===== src/rtl/load_store_unit.sv =====
// load_store_unit: converts RV32I loads/stores (LB/LH/LW/LBU/LHU/SB/SH/SW)
// into word-aligned accesses on a word-only data memory.
// Loads complete combinationally in the request cycle; SW passes straight
// through; SB/SH run a read-merge-write sequence (IDLE -> WRITE) that stalls
// the core for one cycle.
// Optional feature macro: LSU_MISALIGN_TRAP_EN
//   defined   -> misaligned accesses assert 'misaligned' and are suppressed
//   undefined -> misaligned is tied 0 and addresses truncate to natural alignment
module load_store_unit #(
   parameter int ADDR_W = 32
) (
   input  logic              clk,
   input  logic              reset,
   input  logic              cpu_memread,
   input  logic              cpu_memwrite,
   input  logic [2:0]        cpu_funct3,
   input  logic [ADDR_W-1:0] cpu_address,
   input  logic [31:0]       cpu_write_data,
   output logic [31:0]       cpu_read_data,
   output logic              stall,
   output logic              misaligned,
   output logic              mem_memread,
   output logic              mem_memwrite,
   output logic [ADDR_W-1:0] mem_address,
   output logic [31:0]       mem_write_data,
   input  logic [31:0]       mem_read_data
);

   typedef enum logic {IDLE, WRITE} state_t;

   state_t            state_q, state_d;
   logic [ADDR_W-1:0] addr_q,  addr_d;
   logic [31:0]       word_q,  word_d;

   logic [ADDR_W-1:0] word_addr;
   logic              store_ok, load_ok, trap;
   logic [1:0]        off;
   logic [31:0]       shifted, load_ext, merged;

   assign word_addr = {cpu_address[ADDR_W-1:2], 2'b00};

   // Legal-request decode; a store request takes priority over a load.
   assign store_ok = cpu_memwrite &&
                     (cpu_funct3 == 3'b000 || cpu_funct3 == 3'b001 || cpu_funct3 == 3'b010);
   assign load_ok  = !cpu_memwrite && cpu_memread &&
                     (cpu_funct3 == 3'b000 || cpu_funct3 == 3'b001 || cpu_funct3 == 3'b010 ||
                      cpu_funct3 == 3'b100 || cpu_funct3 == 3'b101);

`ifdef LSU_MISALIGN_TRAP_EN
   assign trap = (cpu_funct3[1:0] == 2'b01 && cpu_address[0]) ||
                 (cpu_funct3[1:0] == 2'b10 && cpu_address[1:0] != 2'b00);
`else
   assign trap = 1'b0;
`endif

   // Byte offset inside the word, truncated down to the natural alignment of the size.
   always_comb begin
      // NOTE: every combinational output gets a default first so no path infers a latch.
      off = 2'b00;
      case (cpu_funct3[1:0])
         2'b00:   off = cpu_address[1:0];
         2'b01:   off = {cpu_address[1], 1'b0};
         default: off = 2'b00;
      endcase
   end

   // Load extraction and sign/zero extension from the addressed word.
   always_comb begin
      shifted  = mem_read_data >> {off, 3'b000};
      load_ext = 32'h0;
      case (cpu_funct3)
         3'b000:  load_ext = {{24{shifted[7]}},  shifted[7:0]};
         3'b001:  load_ext = {{16{shifted[15]}}, shifted[15:0]};
         3'b010:  load_ext = shifted;
         3'b100:  load_ext = {24'h0, shifted[7:0]};
         3'b101:  load_ext = {16'h0, shifted[15:0]};
         default: load_ext = 32'h0;
      endcase
   end

   // Sub-word store merge: replace the addressed byte/halfword lane of the read word.
   always_comb begin
      merged = mem_read_data;
      if (cpu_funct3[0] == 1'b0)
         merged[{off, 3'b000} +: 8] = cpu_write_data[7:0];
      else
         merged[{off[1], 4'b0000} +: 16] = cpu_write_data[15:0];
   end

   // Next-state and output decode; reset forces every output low except mem_address.
   always_comb begin
      state_d        = state_q;
      addr_d         = addr_q;
      word_d         = word_q;
      cpu_read_data  = 32'h0;
      stall          = 1'b0;
      misaligned     = 1'b0;
      mem_memread    = 1'b0;
      mem_memwrite   = 1'b0;
      mem_address    = word_addr;
      mem_write_data = 32'h0;
      if (reset) begin
         state_d = IDLE;
      end else if (state_q == WRITE) begin
         mem_memwrite   = 1'b1;
         mem_address    = addr_q;
         mem_write_data = word_q;
         state_d        = IDLE;
      end else if (store_ok) begin
         if (trap) begin
            misaligned = 1'b1;
         end else if (cpu_funct3[1:0] == 2'b10) begin
            mem_memwrite   = 1'b1;
            mem_write_data = cpu_write_data;
         end else begin
            mem_memread = 1'b1;
            stall       = 1'b1;
            addr_d      = word_addr;
            word_d      = merged;
            state_d     = WRITE;
         end
      end else if (load_ok) begin
         if (trap) begin
            misaligned = 1'b1;
         end else begin
            mem_memread   = 1'b1;
            cpu_read_data = load_ext;
         end
      end
   end

   // State, latched word address and merged word; async reset drops WRITE at once.
   always_ff @(posedge clk or posedge reset) begin
      // NOTE: sequential state uses non-blocking assignments so all flops update together.
      if (reset) begin
         state_q <= IDLE;
         addr_q  <= '0;
         word_q  <= '0;
      end else begin
         state_q <= state_d;
         addr_q  <= addr_d;
         word_q  <= word_d;
      end
   end

endmodule


===== config.mk =====
export PLATFORM = sky130hd
export DESIGN_NAME = load_store_unit
export DESIGN_NICKNAME = d
export VERILOG_FILES = /design/src/rtl/load_store_unit.sv
export SDC_FILE = /design/constraint.sdc
export NUM_CORES = 1
export LEC_CHECK = 0
export ABC_CLOCK_PERIOD_IN_PS = 2500
export BUFFER_PORTS_ARGS = -buffer_cell sky130_fd_sc_hd__buf_4
export CORE_UTILIZATION = 40
export DETAILED_ROUTE_END_ITERATION = 7
export PLACE_DENSITY = 0.74
export SYNTH_ARGS = -nofsm -noshare
export SYNTH_HDL_FRONTEND = slang
export SYNTH_SLANG_ARGS = --single-unit

===== constraint.sdc =====
create_clock -name clk -period 2.5 [get_ports clk]
set_input_delay 0.25 -clock clk [delete_from_list [all_inputs] [get_ports clk]]
set_output_delay 0.25 -clock clk [all_outputs]
set_load 0.01 [all_outputs]

* Word level (Yosys, flattened, before mapping)
Cells that the tools add are included.
Widths: inputs -> output; s select.
** Cells by class
- $add $sub $neg :: 2
- Multiply operators :: 0
- Div/mod/pow operators :: 0
- Order comparisons :: 0
- Equal/unequal tests :: 6
- Shifts and indexed selects :: 5
- Mux-type cells :: 27
- Bitwise logic cells :: 3
- Reduce and logical (&&, ||, !) cells :: 11
** Operators with widths (count)
- $mux 32 :: 11
- $pmux 32 s5 :: 1
- $bwmux 32 :: 2
- $shift 16x7->32 const A :: 1
- $shift 8x7->32 const A :: 1
- $shiftx 16x7->32 :: 1
- $shiftx 8x7->32 :: 1
- $shr 32x5->32 :: 1
- $neg 5->7 :: 2
- $mux 1 :: 12
- $eq 3x3->1 const B :: 2
- $logic_or 1x1->1 :: 4
- $pmux 2 s2 :: 1
- $reduce_and 4->1 :: 1
- $eq 3x1->1 const B :: 1
- $eq 3x2->1 const B :: 1
- $logic_and 1x1->1 :: 3
- $logic_not 3->1 :: 1
- $not 1->1 :: 3
- $eq 2x1->1 const B :: 1
- $eq 2x2->1 const B :: 1
- $logic_not 2->1 :: 1
- $logic_not 1->1 :: 1
** Storage, ports and cells
- Register bits :: 63
- Bits in latches :: 0
- RAM bits :: 0
- Memory bits (read-only) :: 0
- Input bits :: 103
- Output and inout bits :: 100
- Logic and storage cells :: 57
- Memories kept :: 0

* Longest topological paths before layout
Gate-level depths: netlist (run 1).
- Depth in word-level cells :: 10
- Depth in mapped cells :: 11
- Depth with buffers taken out :: 9

* Worst setup path after synthesis (run 1)
OpenSTA, ideal clock, no wires.
- Kind :: input -> register
- Start :: input port cpu_funct3[1]
- End :: register word_q[29]
- Setup time :: 0.077 ns
- Arrival :: 2.074 ns
- Data required time :: 2.423 ns
- Setup slack :: 0.349 ns
- Stages :: 11
- Buffers on the path :: 3
- Cell sequence :: buf_4 > nor2b_2 > inv_2 > clkbuf_1 > ha_1 > nor4bb_1 > buf_2 > nand3_1 > a21oi_1 > a221oi_1 > a21oi_1
** Between the ends
- Cells in the longest elaborated chain, start to end :: 6
- Elaborated cells between the ends (all ways) :: 21
- Classes of those cells :: 2 x add/sub; 4 x eq/ne; 4 x shift; 4 x mux; 1 x bitwise; 6 x reduce/logical
** Ends and longest elaborated chain
- start: declaration :: line 16 : input logic [2:0] cpu_funct3,
- $eq 2x1->1 / $logic_not 2->1 (equally long branches) :: line 60 : case (cpu_funct3[1:0])
- $pmux 2 s2 :: line 60
- $neg 5->7, on equally long branches :: line 87, 85
- $shiftx 16x7->32, or another cell as far along :: line 87 : merged[{off[1], 4'b0000} +: 16] = cpu_write_data[15:0];
- $bwmux 32, on equally long branches :: line 87, 85
- $mux 32 :: line 84 : if (cpu_funct3[0] == 1'b0)
- end signal: assignment :: line 142 : word_q <= word_d;
- end: declaration :: line 33 : logic [31:0] word_q, word_d;
Several ways; a longest one is shown, not always the timed one.
A chain may end at the register's enable or synchronous reset.

* Worst setup path after layout (run 1)
- Start :: register state_q
- End :: output port mem_write_data[15]
** Between the ends
- Cells in the longest elaborated chain, start to end :: 2
** Ends and longest elaborated chain
- start: declaration :: line 31 : state_t state_q, state_d;
- start signal: assignment :: line 140 : state_q <= state_d;
- $mux 32 :: line 104 : end else if (state_q == WRITE) begin
- $mux 32 :: line 102 : if (reset) begin
- end: declaration :: line 25 : output logic [31:0] mem_write_data,
Every way passes these cells.

==> flow_summary.toml, run 1 <==
[timing]
timing.max_slew.rel_slack_pct = 59.3
fin_worst_skew_ps = 7.94
worst_pin_slew_ps = 606
timing_hold_violations_final = 0
slew_violations = 0
finalWorstPathRequiredPeriod_ps = 2190
fin_crit_sh_pct = 87.5
setup_total_negative_slack_ps = 0
unrepaired_setup_endpoints_after_global_routing = "false"
maxClockFrequency_mhz = 457
setup_viol_count_final = 0

[power_and_ir_drop]
worst_ir_drop_vdd_uv = 279
power.leakage_nw = 3.23
power.density_mw_per_mm2 = 546

[clock_tree]
cts_resized = 0
cts.clk_slew.worst_paths_ps = 50
tritoncts_num_sinks = 63
clock_tree_from_tritoncts = "done"
total_cts_buffers = 9
cts.htree.levels = 3
cts_setup_buffers = 0
clock_tree.root_cell = "sky130_fd_sc_hd__clkbuf_16"
clock_tree.buffer_depth = 2
cts-hold-fix-buffers = 0
source_to_sink_clock_delay_at_the_later_pin_of_the_worst_skew_pair_ps = 330

[logic_synthesis]
area_contributors_post_synth = "sky130_fd_sc_hd__dfrtp_1 34%, sky130_fd_sc_hd__nand2_1 10%, sky130_fd_sc_hd__a22o_1 7.5%"
synth_warnings = 0
syn-cell-area_mm2 = 0.00465
synth.distinct_cells = 43
yosysTopAreaCell = "sky130_fd_sc_hd__dfrtp_1"
synth_top_area_share_pct = 33.9
mean_instance_size_in_the_synthesized_netlist_um2 = 8.68
seq_area_frac_synth_pct = 33.9
synth_seq_cells = 63
syn-instance-count = 536

[placed_design]
port_buffers = 199
dp_hpwl_um = 12900
finalWeightedCongestion = 0.964

[outcome]
status = "finished clean"

[global_route]
grt_util_all_layers_pct = 28.7
antenna_found_initial = 0
grt-busiest-layer = "met2"
grt_util_met3_pct = 4.86
grt_overflow_total = 0
maximum_number_of_pins_on_one_net_before_global_route_repair = 60
first_global_vias = 4812
grt.met2_usage_pct = 44.4
met1_usage_pct = 39.8
grt_first_pass_wirelength_um = 26000

[worst_hold_path]
holdCritPathClass = "in2async"

[setup_path]
critPathMaxFanout = 32
critPathLaunchType = "register"
crit_path_end_kind = "output pin"
class_of_the_most_critical_setup_path = "reg2out"
critPathArrivalTime_ps = 1940
cp.required_ps = 2250

[finish]
finish.utilization_pct = 58.1
drive_above_1_share_pct = 41.9
layout-area-overhead-vs-synth_pct = 41.9
num_antenna_cells = 0
sequential_cell_area_mm2 = 0.00158
layout.filler_cells = 1030
design.final.nets = 824
multi_input_gate_area_mm2 = 0.00282

[route]
dr.pass1.iters = 5
drt-initial-drc-count = 531
ant_nets = 0
finalWirelength_um = 17100
detail_route.drc_violations = 0
viasPerCell = 5.86
detail_route.wl_per_cell_um = 19.8
vias_after_detailed_routing = 5084

[run]
drv_cap = 0

[floorplanning]
ios = 203
die_y_um = 110
core-area_mm2 = 0.0114
fp.dieArea_mm2 = 0.0121
floorplan.die.width_um = 110
initial_core_util_pct = 40.9
std_cell_rows = 39
==> metal layers <==
layer / part of all wire (%) / vias to the layer above
li1: - / 2323
met1: 43 / 2410
met2: 45 / 303
met3: 9.0 / 48
met4: 2.8 / 0
met5: 0 / -
==> synthesized netlist by cell type, drive strengths merged <==
cell / n
nand2: 128
dfrtp: 63
nor2: 53
a22o: 40
mux2: 30
buf: 29
nand3: 28
a21oi: 26
a221oi: 24
a31oi: 18
clkbuf: 17
nand2b: 9
nand4: 9
nor4bb: 9
a221o: 8
and2: 8
inv: 8
o2bb2ai: 8
mux4: 7
nor2b: 3
ha: 2
o21ai: 2
a21o: 1
and3: 1
clkinv: 1
conb: 1
mux2i: 1
nor4: 1
o221ai: 1
==> power breakdown <==
group          switching [W]  internal [W]  leakage [nW]  total [W]
combinational       0.000432      0.000395          2.31   0.000827
clock               0.000451      0.000976         0.166    0.00143
sequential          0.000126       0.00123         0.762    0.00135
==> layout make-up <==
cell class	count	share of cell area, %
repair buffers	216	24.9
inverters	9	0.550
multi-input cells	420	42.7
well taps	143	2.71
flip-flops and latches	63	23.9
clock buffers	9	3.41
clock inverters	7	1.82
==> path summary, 6_finish.rpt <==
check,endpoint,cells past startpoint,start,slack [ps]
setup / recovery,mem_write_data[15],7,state_q,310
hold / removal,state_q,2,reset,40
setup reg to reg,word_q[23],6,state_q,850
hold reg to reg,addr_q[19],2,addr_q[19],470
max in group asynchronous,word_q[29],3,reset,1840
min in group clk,addr_q[17],3,cpu_address[17],120
==> flip-flops by register name, summed over array words and instances, names as in the netlist <==
register  count
addr_q       30
word_q       32
state_q       1
==> cell usage in the layout (no fill, tap or decap), drive strengths merged, types with 18 or more instances in the layout <==
cell,netlist,routed
dfrtp,63,63
a22o,40,40
nand2,128,128
buf,29,216
a31oi,18,18
a21oi,26,26
nand3,28,28
mux2,30,30
nor2,53,53
a221oi,24,24
==> critical path, cell delays in order (launching register included) <==
cell and delay (ps):
sky130_fd_sc_hd__dfrtp_1 400, sky130_fd_sc_hd__nor2_1 150, sky130_fd_sc_hd__buf_4 150, sky130_fd_sc_hd__nand2_1 60
sky130_fd_sc_hd__nor2_2 100, sky130_fd_sc_hd__buf_4 370, sky130_fd_sc_hd__a22o_1 250, sky130_fd_sc_hd__buf_4 140
==> kinds of logic after synthesis <==
logic type / after synthesis / share of synthesized area [%]
AOI/OAI and AO/OA: 128 / 21.8
DFF: 63 / 33.9
other: 1 / 0.0806
muxes: 38 / 10.9
adders and majority gates: 2 / 0.538
buffers and inverters: 55 / 5.97
and+or+nand+nor: 249 / 26.8
==> stage by stage <==
| stage | hold slack [ps] | cells | area (µm²) | power (W) | worst slack, ps |
|---|---|---|---|---|---|
| after floorplan | 355 | 538 | 4660 | 0.00178 | 349 |
| after global placement | 386 | 851 | 6250 | 0.00216 | 197 |
| after detailed placement | 398 | 851 | 6250 | 0.00218 | 229 |
| after CTS | 50.4 | 867 | 6600 | 0.00363 | 168 |
| after global routing | 92.5 | 867 | 6600 | 0.00378 | 166 |
| final | 44.0 | 867 | 6600 | 0.00361 | 312 |
Power figures use the tool's default switching activity.
==> inputs of run 2 (changes only) <==
--- a/config.mk
+++ b/config.mk
@@ -7,9 +7,9 @@
 export LEC_CHECK = 0
 export ABC_CLOCK_PERIOD_IN_PS = 2500
 export BUFFER_PORTS_ARGS = -buffer_cell sky130_fd_sc_hd__buf_4
-export CORE_UTILIZATION = 40
+export CORE_UTILIZATION = 49
 export DETAILED_ROUTE_END_ITERATION = 7
-export PLACE_DENSITY = 0.74
+export PLACE_DENSITY = 0.87
 export SYNTH_ARGS = -nofsm -noshare
 export SYNTH_HDL_FRONTEND = slang
 export SYNTH_SLANG_ARGS = --single-unit
==> run 2 against run 1 <==
Clock-buffer cell count unchanged; critical path type unchanged; sequential power about the same; non-clock buffer count unchanged; hold slack better by 1.8 ps; critical path depth down 2.
==> flow_summary.toml, run 2 (synthesis gave the netlist of run 1 again) <==
[clock_tree]
source_to_sink_clock_delay_at_the_later_pin_of_the_worst_skew_pair_ps = 330
cts.htree.levels = 3
total_cts_buffers = 9
cts_setup_buffers = 0
clock_tree.root_cell = "sky130_fd_sc_hd__clkbuf_8"
clock_tree.buffer_depth = 2
cts-hold-fix-buffers = 0
clock_tree_from_tritoncts = "done"
tritoncts_num_sinks = 63
cts_resized = 0
cts.clk_slew.worst_paths_ps = 80

[finish]
design.final.nets = 824
layout-area-overhead-vs-synth_pct = 38.0
most_frequent_cells_in_the_layout = "213 x sky130_fd_sc_hd__buf_4, 127 x sky130_fd_sc_hd__nand2_1, 63 x sky130_fd_sc_hd__dfrtp_1, 47 x sky130_fd_sc_hd__nor2_1, 40 x sky130_fd_sc_hd__a22o_1"
drive_above_1_share_pct = 41.7
regMostFlops = "word_q"
most_common_library_cell_in_the_layout_ignoring_fill_and_taps = "sky130_fd_sc_hd__buf_4"
largest_register_ffs = 32
num_antenna_cells = 0
largest_registers = "word_q (32), addr_q (30), state_q (1)"
layout.filler_cells = 760
layout.cells.non_filler = 835

[placed_design]
dp_hpwl_um = 12600
port_buffers = 199
placedCellCount = 819
place_ws_ps = 172
finalWeightedCongestion = 0.979

[floorplanning]
fp.dieArea_mm2 = 0.00989
initial_core_util_pct = 50.6
floorplan.die.width_um = 99.4
ios = 203
core-area_mm2 = 0.00920
std_cell_rows = 35
die_y_um = 99.4

[timing]
slew_violations = 0
worst_hold_slack_ps = 45.9
worst_pin_slew_ps = 655
maxClockFrequency_mhz = 452
setup_viol_count_final = 0
unrepaired_setup_endpoints_after_global_routing = "false"
setup_total_negative_slack_ps = 0
timing.max_slew.rel_slack_pct = 56.2
finalWorstSetupSlack_ps = 287
fin_worst_skew_ps = 12.5
fin_crit_sh_pct = 88.5
timing_hold_violations_final = 0
finalWorstPathRequiredPeriod_ps = 2210

[setup_path]
class_of_the_most_critical_setup_path = "reg2out"
critPathArrivalTime_ps = 1960
critPathLaunchType = "register"
worstRegToRegCells = 6
cp.required_ps = 2250
worst_r2r_src = "state_q"
critical_path.startpoint = "state_q"
crit_path_end_kind = "output pin"
critPathMaxFanout = 16

[route]
viasPerCell = 6.16
detail_route.wl_per_cell_um = 19.7
finalWirelength_um = 16500
drt-initial-drc-count = 490
ant_nets = 0
detail_route.drc_violations = 0
dr.pass1.iters = 7
vias_after_detailed_routing = 5145

[global_route]
first_global_vias = 4854
grt_first_pass_wirelength_um = 25400
antenna_found_initial = 0
maximum_number_of_pins_on_one_net_before_global_route_repair = 63
grt_overflow_total = 0
grt_util_all_layers_pct = 33.6

[power_and_ir_drop]
p_comb_share_pct = 26.9
internal_power_w = 0.00208
pwr-share-clk_pct = 29.0
power.leakage_nw = 3.16
power.density_mw_per_mm2 = 478
worst_ir_drop_vdd_uv = 241
switching_share_pct = 32.3
seqPwrFrac_pct = 44.1
p_switching_w = 0.000993

[outcome]
status = "finished clean"

[worst_hold_path]
holdCritPathClass = "in2async"

[run]
drv_cap = 0
run 2: changes by cell type in the layout (fill, tap and decap cells not counted), moves of 2 or more:
cell,delta
sky130_fd_sc_hd__clkbuf_16,-9
sky130_fd_sc_hd__clkinvlp_4,+2
sky130_fd_sc_hd__clkbuf_8,+9
sky130_fd_sc_hd__bufinv_16,-2
run 2: final timing paths:
kind | end | slack [ps]
min in group clk | addr_q[22] | 110
max in group asynchronous | word_q[29] | 1830
max | cpu_read_data[31] | 290
min | addr_q[3] | 50
max reg2reg | word_q[22] | 780
min reg2reg | addr_q[12] | 470
run 2: stage by stage:
step / instance area (µm²) / total power (W) / utilization [%]
4_1_cts: 6420 / 0.00307 / 69.8
3_3_place_gp: 6230 / 0.00215 / 67.7
6_report: 6420 / 0.00307 / 69.8
5_1_grt: 6420 / 0.00325 / 69.8
3_5_place_dp: 6230 / 0.00218 / 67.7
2_1_floorplan: 4660 / 0.00178 / -
run 2: layout make-up:
cell class | count | area (µm²) | share of cell area [%]
Clock buffer | 9 | 124 | 1.93
Tap cell | 111 | 139 | 2.16
Inverter | 9 | 36.3 | 0.565
Sequential cell | 63 | 1580 | 24.6
Timing Repair Buffer | 216 | 1660 | 25.8
Multi-Input combinational cell | 420 | 2820 | 43.8
Clock inverter | 7 | 71.3 | 1.11
run 2: power by group through the flow:
stage,registers [W],logic [W],clock network (W)
floorplan,0.00131,0.000468,0
global placement,0.00136,0.000797,0
detailed placement,0.00137,0.000818,0
CTS,0.00135,0.000822,0.000900
global route,0.00138,0.000904,0.000967
finish,0.00135,0.000827,0.000889
run 2: routing by layer:
layer | GRT usage, % | routed length (µm) | vias to the layer above
met2 | 55.2 | 7870 | 333
li1 | - | - | 2315
met4 | 12.8 | 523 | 0
met1 | 43.5 | 6540 | 2439
met5 | 0 | 0 | -
met3 | 7.45 | 1520 | 58
run 2: critical path, cell delays in order (launching register included):
cell and delay (ps):
sky130_fd_sc_hd__dfrtp_1 430, sky130_fd_sc_hd__nor2_1 150, sky130_fd_sc_hd__and3_1 370, sky130_fd_sc_hd__nand4_4 340, sky130_fd_sc_hd__nand3_1 190, sky130_fd_sc_hd__buf_4 140
==> inputs of run 3 (changes only) <==
--- a/config.mk
+++ b/config.mk
@@ -9,6 +9,7 @@
 export BUFFER_PORTS_ARGS = -buffer_cell sky130_fd_sc_hd__buf_4
 export CORE_UTILIZATION = 49
 export DETAILED_ROUTE_END_ITERATION = 7
+export HOLD_SLACK_MARGIN = 0.15
 export PLACE_DENSITY = 0.87
 export SYNTH_ARGS = -nofsm -noshare
 export SYNTH_HDL_FRONTEND = slang
==> run 3 against run 2 <==
Routed wire length rose by 6.7%; sequential cell count did not move; sequential share of layout area fell by 1.1 points; total power rose by 1.9%; clock power rose by 0.7%; clock skew rose by 1.5 ps; first-iteration DRC count rose by 17%; hold slack improved by 150 ps; global-route usage rose by 2.1 points.
==> flow_summary.toml, run 3 (synthesis gave the netlist of run 1 again) <==
[power_and_ir_drop]
seqPwrFrac_pct = 43.4
switching_share_pct = 32.6
worst_ir_drop_vdd_uv = 245
p_comb_share_pct = 28.0
p_switching_w = 0.00102
power.density_mw_per_mm2 = 465
internal_power_w = 0.00211
pwr-share-clk_pct = 28.6
power.leakage_nw = 3.29

[global_route]
grt_overflow_total = 0
grt_util_all_layers_pct = 35.7
antenna_found_initial = 0
first_global_vias = 5124
maximum_number_of_pins_on_one_net_before_global_route_repair = 63
grt_first_pass_wirelength_um = 27000

[clock_tree]
total_cts_buffers = 9
clock_tree.root_cell = "sky130_fd_sc_hd__clkbuf_8"
cts.htree.levels = 3
clock_tree.buffer_depth = 2
source_to_sink_clock_delay_at_the_later_pin_of_the_worst_skew_pair_ps = 340
clock_tree_from_tritoncts = "done"
cts.clk_slew.worst_paths_ps = 80
tritoncts_num_sinks = 63

[route]
detail_route.wl_per_cell_um = 20.3
detail_route.drc_violations = 0
dr.pass1.iters = 5
ant_nets = 0
viasPerCell = 6.18
vias_after_detailed_routing = 5352
drt-initial-drc-count = 571
finalWirelength_um = 17600

[finish]
regMostFlops = "word_q"
most_common_library_cell_in_the_layout_ignoring_fill_and_taps = "sky130_fd_sc_hd__buf_4"
num_antenna_cells = 0
largest_register_ffs = 32
design.final.nets = 855
final_design_area_no_fill_mm2 = 0.00673
largest_registers = "word_q (32), addr_q (30), state_q (1)"
multi_input_gate_area_mm2 = 0.00282
drive_above_1_share_pct = 40.1
most_frequent_cells_in_the_layout = "213 x sky130_fd_sc_hd__buf_4, 127 x sky130_fd_sc_hd__nand2_1, 63 x sky130_fd_sc_hd__dfrtp_1, 47 x sky130_fd_sc_hd__nor2_1, 40 x sky130_fd_sc_hd__a22o_1"
layout-area-overhead-vs-synth_pct = 44.7
sequential_cell_area_mm2 = 0.00158
layout.filler_cells = 682

[run]
drv_cap = 0

[floorplanning]
std_cell_rows = 35
fp.dieArea_mm2 = 0.00989
floorplan.die.width_um = 99.4
initial_core_util_pct = 50.6
die_y_um = 99.4
ios = 203
core-area_mm2 = 0.00920

[setup_path]
crit_path_end_kind = "output pin"
class_of_the_most_critical_setup_path = "in2out"
critPathMaxFanout = 20
critPathLaunchType = "input pin"
cp_cell_sequence = "dlygate4sd3_1 > buf_4 > nor2_1 > buf_4 > nand2_1 > nor2_2 > buf_4 > a22o_1 > buf_4"
critical_path_buf_inv_count = 5
crit_family = "buffers and inverters"
slowest_delay_ps = 550
cp.required_ps = 2250
critPathArrivalTime_ps = 2100
path_common_cell = "sky130_fd_sc_hd__buf_4"
critical-path-slowest-cell = "sky130_fd_sc_hd__dlygate4sd3_1"

[timing]
finalWorstSetupSlack_ps = 152
maxClockFrequency_mhz = 426
setup_total_negative_slack_ps = 0
worst_pin_slew_ps = 654
timing.max_slew.rel_slack_pct = 56.4
fin_crit_sh_pct = 93.9
timing_hold_violations_final = 0
finalWorstPathRequiredPeriod_ps = 2350
unrepaired_setup_endpoints_after_global_routing = "false"
setup_viol_count_final = 0
fin_worst_skew_ps = 13.9
slew_violations = 0

[placed_design]
place_area_mm2 = 0.00623
dp_hpwl_um = 12600
place_ws_ps = 172
finalWeightedCongestion = 0.979
port_buffers = 199

[worst_hold_path]
holdCritPathClass = "in2reg"

[outcome]
status = "finished clean"
## run 3: area by class of cell
cell class                 instances  share of cell area [%]
timing repair buffer             247                    29.3
inverter                           9                   0.539
clock inverter                     7                    1.06
sequential                        63                    23.4
clock buffer                       9                    1.84
tap                              111                    2.06
multi-input combinational        420                    41.8
## run 3: routing by layer
| layer | share of wire, % | track usage, % |
|---|---|---|
| met5 | 0 | 0 |
| met4 | 3.6 | 13.5 |
| met3 | 10 | 7.59 |
| met2 | 48 | 59.2 |
| met1 | 39 | 45.9 |
## run 3: repair_timing
action                                  CTS  global route
setup buffers                             0             0
endpoints found under the setup margin    0             2
hold endpoints to repair                 60             0
gates resized for setup                   0             1
hold buffers                             31             0
## run 3: power by group through the flow
stage | Combinational [W] | Sequential [W] | Clock, W
detailed placement | 0.000818 | 0.00137 | 0
CTS | 0.000861 | 0.00135 | 0.000900
global route | 0.000954 | 0.00138 | 0.000966
finish | 0.000877 | 0.00136 | 0.000895
global placement | 0.000797 | 0.00136 | 0
floorplan | 0.000468 | 0.00131 | 0
## run 3: final timing paths
path	depth (start not counted)	startpoint	end	slack [ps]
min in group asynchronous	3	reset	addr_q[3]	620
max	9	reset	mem_write_data[10]	150
min	3	mem_read_data[7]	word_q[7]	200
min reg2reg	2	addr_q[11]	addr_q[11]	480
max in group asynchronous	4	reset	word_q[29]	1250
max reg2reg	6	state_q	word_q[22]	750
## run 3: worst register-to-register path, stage by stage, from the launching register on
cell	delay, ps
sky130_fd_sc_hd__dfrtp_1	430
sky130_fd_sc_hd__nor2_1	160
sky130_fd_sc_hd__buf_4	150
sky130_fd_sc_hd__nand3_2	100
sky130_fd_sc_hd__buf_4	330
sky130_fd_sc_hd__a221oi_1	390
sky130_fd_sc_hd__nor2_1	80
## run 3: per-stage QoR
step / instances / util [%] / total power [W] / hold WS [ps]
after floorplan: 538 / - / 0.00178 / 355
after global placement: 819 / 67.7 / 0.00215 / 413
after detailed placement: 819 / 67.7 / 0.00218 / 423
after CTS: 866 / 73.2 / 0.00311 / 187
after global routing: 866 / 73.2 / 0.00330 / 203
final: 866 / 73.2 / 0.00313 / 196
